<file path="src/rtl/cv32e40s_pma_access_ctrl_if.sv">
// Request/response/PMA signal bundle between the core-side requester, the
// PMA access controller, the OBI bus interface and the PMA checker.
interface cv32e40s_pma_access_ctrl_if;
    logic        core_trans_valid_i;
    logic        core_trans_ready_o;
    logic [31:0] core_trans_addr_i;
    logic        core_trans_we_i;
    logic        core_misaligned_i;

    logic        bus_trans_valid_o;
    logic        bus_trans_ready_i;
    logic [31:0] bus_trans_addr_o;
    logic        bus_trans_bufferable_o;
    logic        bus_trans_cacheable_o;

    logic        bus_resp_valid_i;
    logic [31:0] bus_resp_rdata_i;
    logic        bus_resp_err_i;

    logic        core_resp_valid_o;
    logic [31:0] core_resp_rdata_o;
    logic        core_resp_bus_err_o;
    logic        core_resp_pma_err_o;

    logic [31:0] pma_addr_o;
    logic        pma_instr_fetch_o;
    logic        pma_misaligned_o;
    logic        pma_load_o;
    logic        pma_err_i;
    logic        pma_bufferable_i;
    logic        pma_cacheable_i;

    // Controller view
    modport master (
        input  core_trans_valid_i, core_trans_addr_i, core_trans_we_i, core_misaligned_i,
        output core_trans_ready_o,
        output bus_trans_valid_o, bus_trans_addr_o, bus_trans_bufferable_o, bus_trans_cacheable_o,
        input  bus_trans_ready_i,
        input  bus_resp_valid_i, bus_resp_rdata_i, bus_resp_err_i,
        output core_resp_valid_o, core_resp_rdata_o, core_resp_bus_err_o, core_resp_pma_err_o,
        output pma_addr_o, pma_instr_fetch_o, pma_misaligned_o, pma_load_o,
        input  pma_err_i, pma_bufferable_i, pma_cacheable_i
    );

    // Environment view (core, bus and PMA checker)
    modport slave (
        output core_trans_valid_i, core_trans_addr_i, core_trans_we_i, core_misaligned_i,
        input  core_trans_ready_o,
        input  bus_trans_valid_o, bus_trans_addr_o, bus_trans_bufferable_o, bus_trans_cacheable_o,
        output bus_trans_ready_i,
        output bus_resp_valid_i, bus_resp_rdata_i, bus_resp_err_i,
        input  core_resp_valid_o, core_resp_rdata_o, core_resp_bus_err_o, core_resp_pma_err_o,
        input  pma_addr_o, pma_instr_fetch_o, pma_misaligned_o, pma_load_o,
        output pma_err_i, pma_bufferable_i, pma_cacheable_i
    );
endinterface

</file>
<file path="src/rtl/cv32e40s_pma_access_ctrl.sv">
// Gates core requests through the PMA checker; illegal requests are answered
// locally with a PMA error, ordered behind all outstanding bus responses.
module cv32e40s_pma_access_ctrl #(
    parameter int IF_STAGE        = 0,
    parameter int MAX_OUTSTANDING = 2
) (
    input logic                               clk,
    input logic                               rst_n,
    cv32e40s_pma_access_ctrl_if.master        acc
);
    localparam int CW = $clog2(MAX_OUTSTANDING + 1);
    localparam logic [CW-1:0] MAX_CNT = CW'(MAX_OUTSTANDING);
    localparam logic [CW-1:0] ONE_CNT = CW'(1);

    typedef enum logic [1:0] {
        IDLE       = 2'd0,
        WAIT_OUTST = 2'd1,
        RESP_ERR   = 2'd2
    } state_e;

    state_e        state_q, state_d;
    logic [CW-1:0] cnt;
    logic          bus_hs;
    logic          cnt_room;
    logic          last_resp;

    assign bus_hs    = acc.bus_trans_valid_o && acc.bus_trans_ready_i;
    assign cnt_room  = cnt < MAX_CNT;
    assign last_resp = (cnt == ONE_CNT) && acc.bus_resp_valid_i;

    // Address and attributes are pure pass-through, no added latency
    assign acc.bus_trans_addr_o       = acc.core_trans_addr_i;
    assign acc.pma_addr_o             = acc.core_trans_addr_i;
    assign acc.pma_misaligned_o       = acc.core_misaligned_i;
    assign acc.bus_trans_bufferable_o = acc.pma_bufferable_i;
    assign acc.bus_trans_cacheable_o  = acc.pma_cacheable_i;
    assign acc.pma_instr_fetch_o      = (IF_STAGE != 0);
    assign acc.pma_load_o             = (IF_STAGE != 0) ? 1'b0
                                        : (acc.core_trans_valid_i && !acc.core_trans_we_i);

    always_ff @(posedge clk or negedge rst_n) begin
        if (!rst_n) begin
            cnt <= '0;
        end else if (bus_hs && !acc.bus_resp_valid_i) begin
            cnt <= cnt + ONE_CNT;
        end else if (!bus_hs && acc.bus_resp_valid_i) begin
            cnt <= cnt - ONE_CNT;
        end
    end

    always_ff @(posedge clk or negedge rst_n) begin
        if (!rst_n) state_q <= IDLE;
        else        state_q <= state_d;
    end

    always_comb begin
        state_d = state_q;
        case (state_q)
            IDLE: begin
                if (acc.core_trans_valid_i && acc.pma_err_i)
                    state_d = ((cnt == '0) || last_resp) ? RESP_ERR : WAIT_OUTST;
            end
            WAIT_OUTST: begin
                if (last_resp) state_d = RESP_ERR;
            end
            RESP_ERR: state_d = IDLE;
            default:  state_d = IDLE;
        endcase
    end

    always_comb begin
        acc.core_trans_ready_o  = 1'b0;
        acc.bus_trans_valid_o   = 1'b0;
        acc.core_resp_valid_o   = acc.bus_resp_valid_i;
        acc.core_resp_rdata_o   = acc.bus_resp_rdata_i;
        acc.core_resp_bus_err_o = acc.bus_resp_err_i;
        acc.core_resp_pma_err_o = 1'b0;
        case (state_q)
            IDLE: begin
                if (acc.pma_err_i) begin
                    // Illegal request is swallowed here and never reaches the bus
                    acc.core_trans_ready_o = acc.core_trans_valid_i;
                end else begin
                    acc.bus_trans_valid_o  = acc.core_trans_valid_i && cnt_room;
                    acc.core_trans_ready_o = acc.bus_trans_ready_i && cnt_room;
                end
            end
            RESP_ERR: begin
                acc.core_resp_valid_o   = 1'b1;
                acc.core_resp_rdata_o   = '0;
                acc.core_resp_bus_err_o = 1'b0;
                acc.core_resp_pma_err_o = 1'b1;
            end
            default: ;
        endcase
    end

    a_cnt_no_overflow: assert property (@(posedge clk) disable iff (!rst_n)
        !(bus_hs && !acc.bus_resp_valid_i && (cnt == MAX_CNT)));
    a_cnt_no_underflow: assert property (@(posedge clk) disable iff (!rst_n)
        !(acc.bus_resp_valid_i && !bus_hs && (cnt == '0)));
    a_no_resp_in_err: assert property (@(posedge clk) disable iff (!rst_n)
        !((state_q == RESP_ERR) && acc.bus_resp_valid_i));

endmodule

</file>
<file path="src/flat_wrapper.sv">
// flat-port wrapper written by rule: the top's interface ports become plain ports
module cv32e40s_pma_access_ctrl_flat 
#(
    parameter int IF_STAGE        = 0,
    parameter int MAX_OUTSTANDING = 2
)
  (clk, rst_n, acc_core_trans_valid_i, acc_core_trans_addr_i, acc_core_trans_we_i, acc_core_misaligned_i, acc_core_trans_ready_o, acc_bus_trans_valid_o, acc_bus_trans_addr_o, acc_bus_trans_bufferable_o, acc_bus_trans_cacheable_o, acc_bus_trans_ready_i, acc_bus_resp_valid_i, acc_bus_resp_rdata_i, acc_bus_resp_err_i, acc_core_resp_valid_o, acc_core_resp_rdata_o, acc_core_resp_bus_err_o, acc_core_resp_pma_err_o, acc_pma_addr_o, acc_pma_instr_fetch_o, acc_pma_misaligned_o, acc_pma_load_o, acc_pma_err_i, acc_pma_bufferable_i, acc_pma_cacheable_i);
  cv32e40s_pma_access_ctrl_if acc_i ();
  input logic clk;
  input logic rst_n;
  input wire logic [$bits(acc_i.core_trans_valid_i)-1:0] acc_core_trans_valid_i;
  input wire logic [$bits(acc_i.core_trans_addr_i)-1:0] acc_core_trans_addr_i;
  input wire logic [$bits(acc_i.core_trans_we_i)-1:0] acc_core_trans_we_i;
  input wire logic [$bits(acc_i.core_misaligned_i)-1:0] acc_core_misaligned_i;
  output wire logic [$bits(acc_i.core_trans_ready_o)-1:0] acc_core_trans_ready_o;
  output wire logic [$bits(acc_i.bus_trans_valid_o)-1:0] acc_bus_trans_valid_o;
  output wire logic [$bits(acc_i.bus_trans_addr_o)-1:0] acc_bus_trans_addr_o;
  output wire logic [$bits(acc_i.bus_trans_bufferable_o)-1:0] acc_bus_trans_bufferable_o;
  output wire logic [$bits(acc_i.bus_trans_cacheable_o)-1:0] acc_bus_trans_cacheable_o;
  input wire logic [$bits(acc_i.bus_trans_ready_i)-1:0] acc_bus_trans_ready_i;
  input wire logic [$bits(acc_i.bus_resp_valid_i)-1:0] acc_bus_resp_valid_i;
  input wire logic [$bits(acc_i.bus_resp_rdata_i)-1:0] acc_bus_resp_rdata_i;
  input wire logic [$bits(acc_i.bus_resp_err_i)-1:0] acc_bus_resp_err_i;
  output wire logic [$bits(acc_i.core_resp_valid_o)-1:0] acc_core_resp_valid_o;
  output wire logic [$bits(acc_i.core_resp_rdata_o)-1:0] acc_core_resp_rdata_o;
  output wire logic [$bits(acc_i.core_resp_bus_err_o)-1:0] acc_core_resp_bus_err_o;
  output wire logic [$bits(acc_i.core_resp_pma_err_o)-1:0] acc_core_resp_pma_err_o;
  output wire logic [$bits(acc_i.pma_addr_o)-1:0] acc_pma_addr_o;
  output wire logic [$bits(acc_i.pma_instr_fetch_o)-1:0] acc_pma_instr_fetch_o;
  output wire logic [$bits(acc_i.pma_misaligned_o)-1:0] acc_pma_misaligned_o;
  output wire logic [$bits(acc_i.pma_load_o)-1:0] acc_pma_load_o;
  input wire logic [$bits(acc_i.pma_err_i)-1:0] acc_pma_err_i;
  input wire logic [$bits(acc_i.pma_bufferable_i)-1:0] acc_pma_bufferable_i;
  input wire logic [$bits(acc_i.pma_cacheable_i)-1:0] acc_pma_cacheable_i;
  assign acc_i.core_trans_valid_i = acc_core_trans_valid_i;
  assign acc_i.core_trans_addr_i = acc_core_trans_addr_i;
  assign acc_i.core_trans_we_i = acc_core_trans_we_i;
  assign acc_i.core_misaligned_i = acc_core_misaligned_i;
  assign acc_core_trans_ready_o = acc_i.core_trans_ready_o;
  assign acc_bus_trans_valid_o = acc_i.bus_trans_valid_o;
  assign acc_bus_trans_addr_o = acc_i.bus_trans_addr_o;
  assign acc_bus_trans_bufferable_o = acc_i.bus_trans_bufferable_o;
  assign acc_bus_trans_cacheable_o = acc_i.bus_trans_cacheable_o;
  assign acc_i.bus_trans_ready_i = acc_bus_trans_ready_i;
  assign acc_i.bus_resp_valid_i = acc_bus_resp_valid_i;
  assign acc_i.bus_resp_rdata_i = acc_bus_resp_rdata_i;
  assign acc_i.bus_resp_err_i = acc_bus_resp_err_i;
  assign acc_core_resp_valid_o = acc_i.core_resp_valid_o;
  assign acc_core_resp_rdata_o = acc_i.core_resp_rdata_o;
  assign acc_core_resp_bus_err_o = acc_i.core_resp_bus_err_o;
  assign acc_core_resp_pma_err_o = acc_i.core_resp_pma_err_o;
  assign acc_pma_addr_o = acc_i.pma_addr_o;
  assign acc_pma_instr_fetch_o = acc_i.pma_instr_fetch_o;
  assign acc_pma_misaligned_o = acc_i.pma_misaligned_o;
  assign acc_pma_load_o = acc_i.pma_load_o;
  assign acc_i.pma_err_i = acc_pma_err_i;
  assign acc_i.pma_bufferable_i = acc_pma_bufferable_i;
  assign acc_i.pma_cacheable_i = acc_pma_cacheable_i;
  cv32e40s_pma_access_ctrl #(.IF_STAGE(IF_STAGE), .MAX_OUTSTANDING(MAX_OUTSTANDING)) u_core (.clk(clk), .rst_n(rst_n), .acc(acc_i));
endmodule
</file>
<file path="config.mk">
export PLATFORM = sky130hd
export DESIGN_NAME = cv32e40s_pma_access_ctrl_flat
export DESIGN_NICKNAME = d
export VERILOG_FILES = /design/src/rtl/cv32e40s_pma_access_ctrl_if.sv /design/src/rtl/cv32e40s_pma_access_ctrl.sv /design/src/flat_wrapper.sv
export SDC_FILE = /design/constraint.sdc
export NUM_CORES = 1
export LEC_CHECK = 0
export ABC_AREA = 1
export BUFFER_PORTS_ARGS = -buffer_cell sky130_fd_sc_hd__buf_2
export CAP_MARGIN = 15
export CORE_AREA = 2 2 70 72
export DETAILED_ROUTE_END_ITERATION = 12
export DIE_AREA = 0 0 72 74
export MAX_ROUTING_LAYER = met4
export PLACE_DENSITY = 0.68
export SLEW_MARGIN = 20
export SYNTH_ARGS = -nofsm -noshare
export SYNTH_HDL_FRONTEND = slang
export SYNTH_SLANG_ARGS = --single-unit
</file>
<file path="constraint.sdc">
create_clock -name clk -period 1.9 [get_ports clk]
set_clock_uncertainty 0.15 [all_clocks]
set_input_delay 0.57 -clock clk [delete_from_list [all_inputs] [get_ports clk]]
set_output_delay 0.57 -clock clk [all_outputs]
set_load 0.03 [all_outputs]
</file>
==> results of run 1 <==
==> cell usage after synthesis (2+ instances only) <==
master | instances | area (sq um)
nor2_1 | 36 | 135
o21ai_0 | 2 | 10.0
xnor2_1 | 2 | 17.5
nor2_2 | 3 | 18.8
ha_1 | 3 | 37.5
dfrtp_1 | 4 | 100
nand2_1 | 9 | 33.8
buf_6 | 3 | 33.8
nand3_1 | 3 | 15.0
buf_4 | 68 | 510
inv_1 | 39 | 146
==> final cells by class <==
type,count,area [sq um],share of cell area
Clock buffer,3,41.3,0.0340
Inverter,40,150,0.124
Multi-Input combinational cell,62,324,0.267
Sequential cell,4,103,0.0845
Tap cell,54,67.6,0.0557
Timing Repair Buffer,79,528,0.435
==> per-stage QoR <==
step / power [mW] / util / cell area [sq um] / setup TNS, ps
floorplan: 1.19 / - / 1090 / 0
global placement: 1.17 / 0.223 / 1020 / 0
detailed placement: 1.18 / 0.223 / 1020 / -25.1
CTS: 1.48 / 0.253 / 1160 / -1180
global route: 1.64 / 0.264 / 1210 / -3340
finish: 1.53 / 0.264 / 1210 / -1070
==> how the worst max path moves through the flow <==
stage | start | end | slack, ps | depth (start not counted)
after global routing | u_core.state_q[0] | acc_core_resp_rdata_o[1] | -110 | 4
after CTS | u_core.state_q[0] | acc_bus_trans_valid_o | -60 | 4
after floorplan | acc_pma_err_i | acc_core_trans_ready_o | 6 | 3
final | u_core.state_q[0] | acc_core_resp_rdata_o[30] | -40 | 4
after global placement | acc_pma_err_i | acc_core_trans_ready_o | 30 | 5
after detailed placement | acc_pma_err_i | acc_core_trans_ready_o | -30 | 5
==> sequential cells by signal (all words and copies together), names as in the netlist <==
| register | cells |
|---|---|
| u_core.cnt | 2 |
| u_core.state_q | 2 |
==> metal layers <==
layer  wire length (um)  GRT usage  part of all wire  vias up
met5                  0          -                 0        -
met4                 22     0.0231            0.0096        0
met3                390     0.0488              0.17        4
met2               1170      0.126              0.51       93
met1                708     0.0572              0.31      362
li1                   -          -                 -      450
==> cell families (layout without fill, tap and decap cells) <==
| kind of cell | count (synthesis) | after routing | synth area share |
|---|---|---|---|
| compound gates | 3 | 3 | 0.0161 |
| xor+xnor | 2 | 2 | 0.0161 |
| fa+ha+maj | 3 | 3 | 0.0344 |
| buf+inv | 111 | 122 | 0.637 |
| flops | 4 | 4 | 0.0919 |
| other cells | 1 | 1 | 0.00344 |
| simple gates | 53 | 53 | 0.201 |
==> report_power, final <==
group	leakage [nW]	switching, mW	internal (mW)	total, mW
combinational	0.713	0.709	0.448	1.16
clock	0.0216	0.0389	0.135	0.174
sequential	0.0474	0.0650	0.132	0.197
total	0.782	0.813	0.714	1.53
==> cell usage in the layout (no fill, tap or decap) <==
master,instances
inv_2,1
nor3_2,1
nand2_1,7
nor2_2,3
buf_6,4
nand2_2,2
o21ai_0,2
inv_1,39
a21boi_2,1
dfrtp_1,2
nor2_1,34
ha_1,3
nand3_1,3
clkbuf_8,3
conb_1,1
xnor2_1,2
buf_2,40
dfrtp_2,2
buf_8,1
nor2_4,3
buf_4,33
buf_12,1
==> what timing repair did <==
action                     in CTS  in global routing
pin swaps                       1                  4
setup endpoints to repair      36                 36
gates resized for setup        39                 13
buffers inserted                0                  1
hold buffers                    0                  0
==> impl_results.md, run 1 <==
* GRT Util Overall at 0.0701
* Hold Vio Cnt, Final at 0
* Vias in the first global route at ~730
* Die ar. at about 5300 sq um
* Worst path arrival time at between 1000 and 1500 ps
* HP Class: primary input to asynchronous set/reset pin
* Fmax at roughly 0.5 GHz
* Fin cells at approximately 240
* I/O pin total at approximately 180
* Max-slew violation count at 0
* Crit path buffers/inverters at 2
* P_leak at 0.782 nW
* Delay-heaviest family, CP: flip-flops
* Final Worst Setup Slack at -42.6 ps
* Worst path slowest cell: dfrtp_2
* Cell area after synthesis at approximately 1100 sq um
* Drt wl/cell at around 9.5 um
* Synthesized flop and latch total at 4
* Die H at about 74 um
* Worst Setup End Kind: output port
* Hold_ws at about 6.8 ps
* Setup CP Type: flip-flop to output port
* Hpwl dp at approximately 1700 um
* Syn. warnings at 0
* GR Overflow Total at 0
* CTS max path bufs at 2
* CP max FO at 34
* Pin count of the biggest net entering global routing at 35
* Period utilization at 1.02
* EDFF count, synth at 0
* CTS Buf Count at 3
* Final Critical Period at between 1500 and 2000 ps
* DRT iter0 DRCs at 9
* Final Setup Violations at 31
* Drc violations at 0
* Final nets at 268
* Clk_lat worst skew at ~210 ps
* Post-synthesis sequential area ratio at 0.0918
* PortBufs at 77
* CP required at 1180 ps
* Routability Congestion at 0.660
* Power density cells at ~1300 nW/um^2
* Row count at 25
* Post-synth ARST share at 1.00
* Pre-antenna DRT Iters at 4
* Critical Path, Cell by Cell: nor2_4 -> buf_12 -> nor2_1 -> buf_4
* Ys flop type: dfrtp_1
* Vias per cell at 3.76
* CP Launch Type: flip-flop
* Reg2reg setup slack at 450 ps
* Syn Inst Count at ~180
* VDD IR max at between 0.6 and 0.7 mV
* Worst-case reg-to-reg path depth at 5
* Worst-path clk slew at around 30 ps
* CORE AREA at around 4600 sq um
* Cell total after placement at roughly 240
* Status: finished with violations
* Initial antenna violation count at 0
* RSZ-0062 raised after global routing: yes
* Failing checks: setup timing
* FF-to-FF End: u_core.cnt[0]
* First-pass GRT wire length at 2960 um
* Fillers at roughly 510
* Via count at 909
* Worst r2r src: u_core.state_q[0]
* H-tree levels at 1
* Dpl ws at -25.1 ps
* Unique masters post-synth at 16
* Post-Syn Nets at roughly 260
* Routed Antenna Nets at 0
* Die X at approximately 70 um
* Initial cell density of the core at 0.237
* Largest stage delay on the critical path at ~450 ps
* Max Cap Viol at 0
* Synth-to-layout area growth at 11.4%
* Ratio of cells with drive above 1 in the final layout at 0.505
* Clock root cell: clkbuf_8
* Final wirelength at about 2300 um
* Clock Sinks at 4
* Antenna cells at 0
* Mean post-synth cell area at roughly 6.2 sq um
* CTS tree: done
Note: power is estimated with default switching activity, not from simulation.
==> inputs of run 2 (changes only) <==
==> constraint.sdc (replaced) <==
create_clock -name clk -period 1.9 [get_ports clk]
set_clock_uncertainty 0.15 [all_clocks]
set_input_delay 0.285 -clock clk [delete_from_list [all_inputs] [get_ports clk]]
set_output_delay 0.285 -clock clk [all_outputs]
set_load 0.03 [all_outputs]
==> run 2 against run 1 <==
Against the previous run: the flow now finishes without violations; non-clock buffer count is the same; die area stayed put; power fell by 12%; combinational power fell by 14%; setup slack better by 250 ps; sequential share of layout area up 0.90 points.
==> impl_results.md, run 2 (synthesis gave the netlist of run 1 again) <==
* Worst path arrival time at roughly 1300 ps
* Post-CTS Hold Fix Bufs at 1
* Final Setup Violations at 0
* Antenna cells at 0
* Fmax at between 0.5 and 0.6 GHz
* Pre-antenna DRT Iters at 4
* GRT Util Overall at 0.0627
* Ratio of cells with drive above 1 in the final layout at 0.457
* Clock root cell: clkbuf_8
* Final wirelength at between 2000 and 2500 um
* Worst Setup End Kind: output port
* Hpwl dp at between 1500 and 2000 um
* Largest stage delay on the critical path at 430 ps
* CP Launch Type: flip-flop
* Drt wl/cell at 8.82 um
* Most frequent cells in the layout: buf_2 (77), inv_1 (39), nor2_1 (36)
* Post-CTS Setup Inserts at 0
* Final Critical Period at about 1700 ps
* RSZ-0062 raised after global routing: no
* Met1 Routed Length at about 760 um
* Met2 WL at ~970 um
* CTS Buf Count at 3
* P_leak at around 0.75 nW
* Max-slew violation count at 0
* Via count at approximately 880
* Total power at ~1.3 mW
* Clk_lat worst skew at ~210 ps
* PortBufs at 77
* Synth-to-layout area growth at -1.84%
* Worst path slowest cell: dfrtp_1
* CP required at between 1000 and 1500 ps
* HP Class: primary input to flip-flop
* Clock Sinks at 4
* Hold Vio Cnt, Final at 0
* Worst-path clk slew at around 30 ps
* Die X at roughly 72 um
* Fillers at 509
* Final nets at ~270
* Period utilization at 0.889
* Critical Path, Cell by Cell: nor2_2 -> a21boi_0 -> buf_2
* DRT iter0 DRCs at 7
* Pin count of the biggest net entering global routing at 35
* CP max FO at 5
* Row count at 25
* Die ar. at ~5300 sq um
* Routed Antenna Nets at 0
* I/O pin total at 181
* Max layer used: met3
* Die H at approximately 74 um
* CTS max path bufs at 2
* Setup CP Type: flip-flop to output port
* Commonest non-fill, non-tap cell in the layout: buf_2
* GR Overflow Total at 0
* First-pass GRT wire length at roughly 2500 um
* Routability Congestion at ~0.73
* Max Cap Viol at 0
* Vias per cell at between 3 and 4
* CTS tree: done
* Initial antenna violation count at 0
* H-tree levels at 1
* CORE AREA at about 4600 sq um
* Drc violations at 0
* TNS Setup at 0 ps
* VDD IR max at slightly above 0.6 mV
* PostCTS Resize Cnt at 0
* Top Registers: u_core.cnt x2, u_core.state_q x2
* Vias in the first global route at 563
* Initial cell density of the core at 0.237
* Status: completed
* Met3 WL post-DR at 407 um
* Power density cells at approximately 1300 nW/um^2
-- run 2: power by group --
group	leakage [nW]	switching, mW	total (mW)	internal (mW)
sequential	0.0499	0.0477	0.175	0.127
combinational	0.675	0.679	0.992	0.313
clock	0.0216	0.0410	0.176	0.135
total	0.747	0.768	1.34	0.575
-- run 2: metrics by stage --
stage,instances,setup WS [ps],instance area (sq um),util,hold slack (ps)
3_3_place_gp,238,461,1020,0.221,-57.9
5_1_grt,242,131,1070,0.233,264
3_5_place_dp,238,425,1020,0.221,-56.4
2_1_floorplan,177,157,1090,-,-161
4_1_cts,242,215,1070,0.233,230
6_report,242,210,1070,0.233,227
-- run 2: per-layer routing --
layer	GRT usage	up-vias
met2	0.0988	96
met4	0.0273	0
met5	-	-
met3	0.0407	0
met1	0.0613	329
li1	-	452
-- run 2: worst max-delay path: cells and delay by family, from the launching register on --
kind / cells / cell delay, ps
flops: 1 / 430
buf+inv: 1 / 230
compound gates: 1 / 210
simple gates: 1 / 160
-- run 2: layout make-up --
class	instances	area [sq um]	area share
Inverter	40	150	0.140
Multi-Input combinational cell	62	295	0.276
Clock buffer	3	41.3	0.0386
Timing Repair Buffer	79	415	0.388
Sequential cell	4	100	0.0936
Tap cell	54	67.6	0.0632
-- run 2: path summary, 6_finish.rpt --
kind	start	end	slack [ps]	depth (start not counted)
worst max-delay path	u_core.state_q[0]	acc_core_trans_ready_o	210	3
min in group asynchronous	rst_n	u_core.state_q[1]	250	2
worst max register to register	u_core.state_q[0]	u_core.cnt[0]	410	5
worst min register to register	u_core.cnt[0]	u_core.cnt[0]	350	1
worst min-delay path	acc_pma_err_i	u_core.state_q[0]	230	3
max in group asynchronous	rst_n	u_core.cnt[0]	1240	2
